$ cat config.mk
export PLATFORM = sky130hd
export DESIGN_NAME = counter_updown_mod
export DESIGN_NICKNAME = d
export VERILOG_FILES = /design/src/rtl/counter_pkg.sv /design/src/rtl/counter_updown_mod_edge_trig.sv /design/src/rtl/counter_updown_mod.sv
export SDC_FILE = /design/constraint.sdc
export NUM_CORES = 1
export LEC_CHECK = 0
export CAP_MARGIN = 20
export CELL_PAD_IN_SITES_DETAIL_PLACEMENT = 0
export CELL_PAD_IN_SITES_GLOBAL_PLACEMENT = 1
export CORE_MARGIN = 4
export CORE_UTILIZATION = 34
export CTS_CLUSTER_DIAMETER = 200
export CTS_CLUSTER_SIZE = 10
export DETAILED_ROUTE_END_ITERATION = 16
export GPL_TIMING_DRIVEN = 0
export PLACE_DENSITY = 0.82
export SLEW_MARGIN = 30
export SYNTH_ARGS = -nofsm -noshare
export SYNTH_HDL_FRONTEND = slang
export SYNTH_SLANG_ARGS = --single-unit
$ cat constraint.sdc
create_clock -name clk -period 2 [get_ports clk]
set_input_delay 0.2 -clock clk [delete_from_list [all_inputs] [get_ports clk]]
set_output_delay 0.2 -clock clk [all_outputs]
set_load 0.05 [all_outputs]
$ cat src/rtl/counter_pkg.sv
// counter_pkg: shared mode constants and load clamping for counter_updown_mod.
package counter_pkg;
   localparam int MODE_WRAP = 0;
   localparam int MODE_SAT  = 1;
   function automatic int clamp_load(input int val, input int mod);
      return (val >= mod) ? mod - 1 : val;
   endfunction
endpackage

$ cat src/rtl/counter_updown_mod_edge_trig.sv
// edge_trig: one-cycle trigger on each rising edge of x; an optional debouncer
// sits in front of the edge detector when COUNTER_DEBOUNCE_EN is defined.
module edge_trig #(
   parameter int DEB_CYC = 4
) (
   input  logic clk,
   input  logic rst,
   input  logic x,
   output logic trig
);
   logic x_in, x_q, trig_q;
`ifdef COUNTER_DEBOUNCE_EN
   localparam int CW = $clog2(DEB_CYC + 1);
   logic [CW-1:0] cnt_q;
   logic deb_q;
   // deb_q follows x only after DEB_CYC consecutive samples disagree with it
   always_ff @(posedge clk or negedge rst)
      if (!rst) begin
         cnt_q <= '0;
         deb_q <= 1'b0;
      end else if (x == deb_q) cnt_q <= '0;
      else if (cnt_q == CW'(DEB_CYC - 1)) begin
         cnt_q <= '0;
         deb_q <= x;
      end else cnt_q <= cnt_q + 1'b1;
   assign x_in = deb_q;
`else
   assign x_in = x;
`endif
   always_ff @(posedge clk or negedge rst)
      if (!rst) begin
         x_q    <= 1'b0;
         trig_q <= 1'b0;
      end else begin
         x_q    <= x_in;
         trig_q <= x_in & ~x_q;
      end
   assign trig = trig_q;
   if (DEB_CYC < 1) begin : g_bad_deb
      $error("edge_trig: DEB_CYC must be >= 1");
   end
endmodule

$ cat src/rtl/counter_updown_mod.sv
// counter_updown_mod: edge-triggered up/down modulo counter with load, wrap/saturate and tc pulse.
// Define COUNTER_DEBOUNCE_EN to debounce x_up/x_dn before edge detection.
module counter_updown_mod
   import counter_pkg::*;
#(
   parameter int WIDTH    = 4,
   parameter int MOD      = 10,
   parameter int SAT_MODE = MODE_WRAP,
   parameter int DEB_CYC  = 4
) (
   input  logic             clk,
   input  logic             rst,
   input  logic             x_up,
   input  logic             x_dn,
   input  logic             load,
   input  logic [WIDTH-1:0] load_val,
   output logic [WIDTH-1:0] state,
   output logic             tc
);
   localparam logic [WIDTH-1:0] TOP = WIDTH'(MOD - 1);
   logic up_trig, dn_trig, tc_q, tc_d;
   logic [WIDTH-1:0] state_q, state_d;
   edge_trig #(.DEB_CYC(DEB_CYC)) u_up (.clk(clk), .rst(rst), .x(x_up), .trig(up_trig));
   edge_trig #(.DEB_CYC(DEB_CYC)) u_dn (.clk(clk), .rst(rst), .x(x_dn), .trig(dn_trig));
   // load wins and swallows any trigger arriving in the same cycle
   always_comb begin
      state_d = state_q;
      tc_d    = 1'b0;
      if (load) state_d = WIDTH'(clamp_load(int'(load_val), MOD));
      else if (up_trig && !dn_trig) begin
         tc_d    = (state_q == TOP);
         state_d = !tc_d ? state_q + 1'b1 : (SAT_MODE == MODE_WRAP) ? '0 : state_q;
      end else if (dn_trig && !up_trig) begin
         tc_d    = (state_q == '0);
         state_d = !tc_d ? state_q - 1'b1 : (SAT_MODE == MODE_WRAP) ? TOP : state_q;
      end
   end
   always_ff @(posedge clk or negedge rst)
      if (!rst) begin
         state_q <= '0;
         tc_q    <= 1'b0;
      end else begin
         state_q <= state_d;
         tc_q    <= tc_d;
      end
   assign state = state_q;
   assign tc    = tc_q;
   if (WIDTH < 2 || WIDTH > 16 || MOD < 2 || MOD > 2**WIDTH ||
       (SAT_MODE != MODE_WRAP && SAT_MODE != MODE_SAT)) begin : g_bad_cfg
      $error("counter_updown_mod: parameter out of range");
   end
endmodule

==> flow_metrics.py, run 1 <==
metrics = {
    "power": {
        "combinationalPowerShare_pct": 36.0,
        "power_density_nw_per_um2": 743,
        "p_leak_nw": 0.297,
        "power_frac_seq_pct": 38.8,
        "p_int_mw": 0.356,
        "power_mw": 0.559,
        "irDropWorstVdd_mv": 0.518,
        "power.share.switching_pct": 36.2,
        "clock_power_share_pct": 25.1,
        "power_switching_mw": 0.202,
    },
    "placed_design": {
        "gp_congestion": 0.761,
        "dpl.cell_count": 93,
        "hpwl_um": 982,
        "post_dp_cell_area_um2": 724,
        "port_buffers": 13,
    },
    "floorplanning": {
        "rows": 14,
        "core-area_um2": 1560,
        "initial_core_util_pct": 36.8,
        "die_y_um": 49.1,
        "die-area_um2": 2410,
        "io_pins": 14,
        "fp.dieW_um": 49.1,
    },
    "cells_and_area": {
        "nets": 91,
        "area_delta_synth_final_pct": 30.9,
        "drive_above_1_share_pct": 13.6,
        "multi_input_area_um2": 317,
        "finalNonFillerCells": 97,
        "fillCellCount": 150,
        "regArea_um2": 225,
        "design_area_um2": 752,
        "antennaDiodeCount": 0,
        "final_common_cell": "clkdlybuf4s50_1",
        "final_cell_mix": "clkdlybuf4s50_1 (13), dfrtp_1 (9), o21ai_0 (7)",
    },
    "clock_tree": {
        "cts_buffers": 3,
        "cts_buffer_depth": 2,
        "cts_setup_buffers": 0,
        "clock_sinks": 9,
        "cts_resized": 0,
        "cts_root_buf": "clkbuf_4",
        "clk_pin_slew_worst_paths_ns": 0.06,
        "cts_tree": "built",
        "cts_max_level": 1,
        "ctsHoldBuffers": 0,
        "clk_latency_ns": 0.26,
    },
    "grt": {
        "grt_pass1_wl_mm": 2.27,
        "track_usage_pct": 12.3,
        "grt_max_degree": 11,
        "grt_pass1_vias": 496,
        "overflow": 0,
        "antenna_found_initial": 0,
    },
    "synthesis": {
        "synth_area_um2": 574,
        "synth-seq-cells": 9,
        "avgSynthCellArea_um2": 8.97,
        "yosysSeqAreaShare_pct": 39.2,
        "synth_top_area_share_pct": 39.2,
        "synth_area_leaders": "dfrtp_1 (39%), o21ai_0 (6.1%), nor2b_1 (4.4%), nand2b_1 (3.3%), a211oi_1 (2.6%)",
        "synth-main-ff-cell": "dfrtp_1",
        "yosysTopAreaCell": "dfrtp_1",
        "ys.warnings.count": 0,
        "ys_async_sr_fraction_pct": 100,
        "syn-instance-count": 64,
        "synth.distinct_cells": 33,
        "syn_nets": 73,
        "synth_enable_flop_cells": 0,
    },
    "routing": {
        "drt_first_pass_iters": 4,
        "final_antenna_net_count": 0,
        "avgViaCountPerCell": 5.57,
        "routedWlPerCell_um": 13.3,
        "drt_iter0_markers": 8,
        "drc": 0,
        "vias": 540,
        "wl_mm": 1.29,
    },
    "worst_setup_path": {
        "rr_startpoint": "state[1]",
        "reg2regPathDepth": 4,
        "crit_path_cell_trace": "clkdlybuf4s50_1",
        "crit_arrival_ns": 1.58,
        "worst-path-buf-inv": 1,
        "criticalPathCategory": "reg -> out",
        "slowest_stage": "clkdlybuf4s50_1",
        "endpoint_kind": "output pin",
        "cp-startpoint": "state[3]",
        "cp_top_family": "buffers and inverters",
        "start_kind": "register",
        "slowest_delay_ns": 0.85,
        "path_depth": 1,
        "cp.required_ns": 1.80,
        "path_max_fanout": 8,
    },
    "sta": {
        "hold_viol_final": 0,
        "whs_ns": 0.245,
        "rsz0062_at_grt": "no",
        "slew_viol_final": 0,
        "tns_ns": 0,
        "max_slew_margin_pct": 67.0,
        "setup_viol": 0,
        "fin_crit_sh_pct": 89.0,
        "worst_pin_slew_ns": 0.494,
        "fin_skew_ns": 0.000393,
        "fin_crit_ns": 1.78,
        "fmax_mhz": 562,
    },
    "run_status": {
        "run_status": "complete, no violations",
    },
    "job": {
        "drv_cap": 0,
    },
    "worst_hold_path": {
        "min_path_type": "in -> async",
    },
}
==> final cells by class <==
type                    instances  share of cell area [%]
flip-flops and latches          9                    30.0
inverters                       1                   0.499
multi-input cells              49                    42.1
repair buffers                 13                    17.3
clock buffers                   3                    3.00
clock inverters                 1                   0.666
plain buffers                   5                    3.83
well taps                      16                    2.66
==> metrics by stage <==
| stage | worst slack [ns] | utilization [%] |
|---|---|---|
| after floorplan | 0.365 | - |
| after CTS | 0.205 | 48.2 |
| final | 0.221 | 48.2 |
| after detailed placement | 0.338 | 46.5 |
| after global placement | 0.385 | 46.5 |
| after global routing | 0.155 | 48.2 |
==> cell families (layout without fill, tap and decap cells) <==
family | after synthesis | count (layout) | synth area share [%]
simple gates | 26 | 26 | 27.7
compound gates | 20 | 20 | 22.4
flops | 9 | 9 | 39.2
buf+inv | 6 | 23 | 5.66
xor+xnor | 2 | 2 | 3.05
mux | 1 | 1 | 1.96
==> cell usage after synthesis (2+ instances only) <==
library cell / n
nor3_1: 2
clkbuf_1: 2
nand2b_1: 3
buf_2: 2
nor2_1: 2
o21ai_0: 7
nand3_1: 2
o21a_1: 2
dfrtp_1: 9
a211oi_1: 2
nand2_1: 4
nor2b_1: 4
a31oi_1: 2
nor4_1: 2
==> power by group through the flow <==
stage / Combinational (mW) / Sequential [mW] / Clock, mW
detailed placement: 0.202 / 0.220 / 0
CTS: 0.202 / 0.217 / 0.149
global route: 0.220 / 0.220 / 0.162
global placement: 0.198 / 0.220 / 0
finish: 0.201 / 0.217 / 0.140
floorplan: 0.0983 / 0.256 / 0
==> worst paths after layout <==
kind | endpoint | slack, ns
max in group asynchronous | state[3] | 1.46
min | state[2] | 0.25
max reg2reg | state[3] | 0.46
min in group clk | u_dn.x_q | 0.39
min reg2reg | u_dn.trig | 0.40
max | state[3] | 0.22
==> per-layer routing <==
metal	vias to the layer above	track usage, %	share of wire [%]
met3	0	4.59	4.7
met2	14	20.8	51
met4	0	2.84	0
met5	-	0	0
met1	256	14.6	44
li1	270	-	-
==> registers in the layout, summed over array words and instances, names as in the netlist <==
signal / cells
u_up.trig: 1
state: 4
u_up.x_q: 1
u_dn.trig: 1
u_dn.x_q: 1
tc: 1
==> worst reg2reg max path, cell delays in order (launching register included) <==
cell and delay, ns:
dfrtp_1 0.41, clkbuf_1 0.22, nor4_1 0.44, a221oi_1 0.14, a22o_1 0.22
Note: power is estimated with default switching activity, not from simulation.
==> run 2: changes to the inputs <==
--- a/config.mk
+++ b/config.mk
@@ -8,7 +8,7 @@
 export CAP_MARGIN = 20
 export CELL_PAD_IN_SITES_DETAIL_PLACEMENT = 0
 export CELL_PAD_IN_SITES_GLOBAL_PLACEMENT = 1
-export CORE_MARGIN = 4
+export CORE_MARGIN = 5
 export CORE_UTILIZATION = 34
 export CTS_CLUSTER_DIAMETER = 200
 export CTS_CLUSTER_SIZE = 10
==> flow_metrics.py, run 2 (synthesis gave the netlist of run 1 again) <==
metrics = {
    "run_status": {
        "run_status": "complete, no violations",
    },
    "worst_setup_path": {
        "endpoint_kind": "output pin",
        "path_max_fanout": 8,
        "cp_top_family": "buffers and inverters",
        "cp.required_ns": 1.80,
        "crit_arrival_ns": 1.59,
        "r2r_slack_ns": 0.49,
        "cp-startpoint": "state[3]",
        "start_kind": "register",
        "worst-path-buf-inv": 1,
        "reg2regPathDepth": 4,
        "slowest_delay_ns": 0.85,
        "r2r_end": "state[3]",
        "crit_path_cell_trace": "clkdlybuf4s50_1",
        "rr_startpoint": "state[1]",
        "criticalPathCategory": "reg -> out",
        "slowest_stage": "clkdlybuf4s50_1",
    },
    "clock_tree": {
        "cts_root_buf": "clkbuf_4",
        "cts_max_level": 1,
        "clk_latency_ns": 0.26,
        "cts_resized": 0,
        "cts_tree": "built",
        "cts_setup_buffers": 0,
        "clock_sinks": 9,
        "cts_buffer_depth": 2,
        "ctsHoldBuffers": 0,
        "clk_pin_slew_worst_paths_ns": 0.06,
        "cts_buffers": 3,
    },
    "floorplanning": {
        "core-area_um2": 1560,
        "die-area_um2": 2610,
        "die_y_um": 51.1,
        "initial_core_util_pct": 36.8,
        "rows": 14,
        "fp.dieW_um": 51.1,
        "io_pins": 14,
    },
    "routing": {
        "drc": 0,
        "avgViaCountPerCell": 5.39,
        "drt_first_pass_iters": 4,
        "final_antenna_net_count": 0,
        "wl_mm": 1.34,
        "routedWlPerCell_um": 13.8,
        "vias": 523,
        "drt_iter0_markers": 27,
    },
    "placed_design": {
        "gp_congestion": 0.736,
        "port_buffers": 13,
        "hpwl_mm": 1.00,
    },
    "grt": {
        "grt_pass1_vias": 523,
        "track_usage_pct": 12.0,
        "antenna_found_initial": 0,
        "overflow": 0,
        "grt_pass1_wl_mm": 2.28,
        "grt_max_degree": 11,
    },
    "sta": {
        "tns_ns": 0,
        "worst_pin_slew_ns": 0.501,
        "fin_crit_ns": 1.79,
        "max_slew_margin_pct": 66.5,
        "hold_viol_final": 0,
        "rsz0062_at_grt": "no",
        "slew_viol_final": 0,
        "fmax_mhz": 559,
        "fin_crit_sh_pct": 89.4,
        "setup_viol": 0,
        "fin_skew_ns": 0.00420,
    },
    "power": {
        "power_density_nw_per_um2": 739,
        "irDropWorstVdd_mv": 0.428,
        "p_leak_nw": 0.294,
        "power_mw": 0.555,
    },
    "cells_and_area": {
        "drive_above_1_share_pct": 12.3,
        "area_delta_synth_final_pct": 30.7,
        "nets": 91,
        "antennaDiodeCount": 0,
        "final_core_util_pct": 48.2,
        "final_common_cell": "clkdlybuf4s50_1",
        "largest_reg_flops": 4,
        "final_cell_mix": "clkdlybuf4s50_1 (13), dfrtp_1 (9), o21ai_0 (7)",
    },
    "job": {
        "drv_cap": 0,
    },
    "worst_hold_path": {
        "min_path_type": "in -> async",
    },
}
==> run 2: cell types whose count changed in the layout (fill, tap and decap cells not counted), sizes merged <==
cell,before,now
clkinv,1,0
clkbuf,5,6
==> run 2: power breakdown <==
part,internal [mW],switching (mW)
clock,0.0767,0.0610
combinational,0.0850,0.115
sequential,0.198,0.0194
total,0.359,0.196
==> run 2: worst max-delay path by stage <==
stage                    end  slack [ns]  depth (start not counted)
floorplan           state[3]        0.37                          6
global placement    state[3]        0.40                          7
detailed placement  state[3]        0.37                          7
CTS                 state[3]        0.19                          1
global route        state[3]        0.11                          1
finish              state[3]        0.21                          1
==> run 2: layer usage <==
layer	wire length, µm	part of all wire (%)	global-route usage (%)	vias to the layer above
li1	-	-	-	267
met1	604	45	13.3	238
met2	638	48	19.3	14
met3	57	4.3	4.36	4
met4	36	2.7	8.07	0
met5	0	0	0	-
==> run 2: stage by stage <==
step,setup slack [ns],hold WS (ns),cell area (µm²),std cells
global route,0.114,0.260,751,97
detailed placement,0.366,0.399,724,93
CTS,0.192,0.233,751,97
floorplan,0.365,-0.0956,574,64
global placement,0.402,0.388,724,93
finish,0.213,0.242,751,97
==> run 2: layout make-up <==
cell class / count / area (µm²)
Fill cell: 160 / 808
Multi-Input combinational cell: 49 / 317
Inverter: 1 / 3.75
Buffer: 5 / 28.8
Timing Repair Buffer: 13 / 130
Sequential cell: 9 / 225
Clock buffer: 4 / 26.3
Tap cell: 16 / 20.0
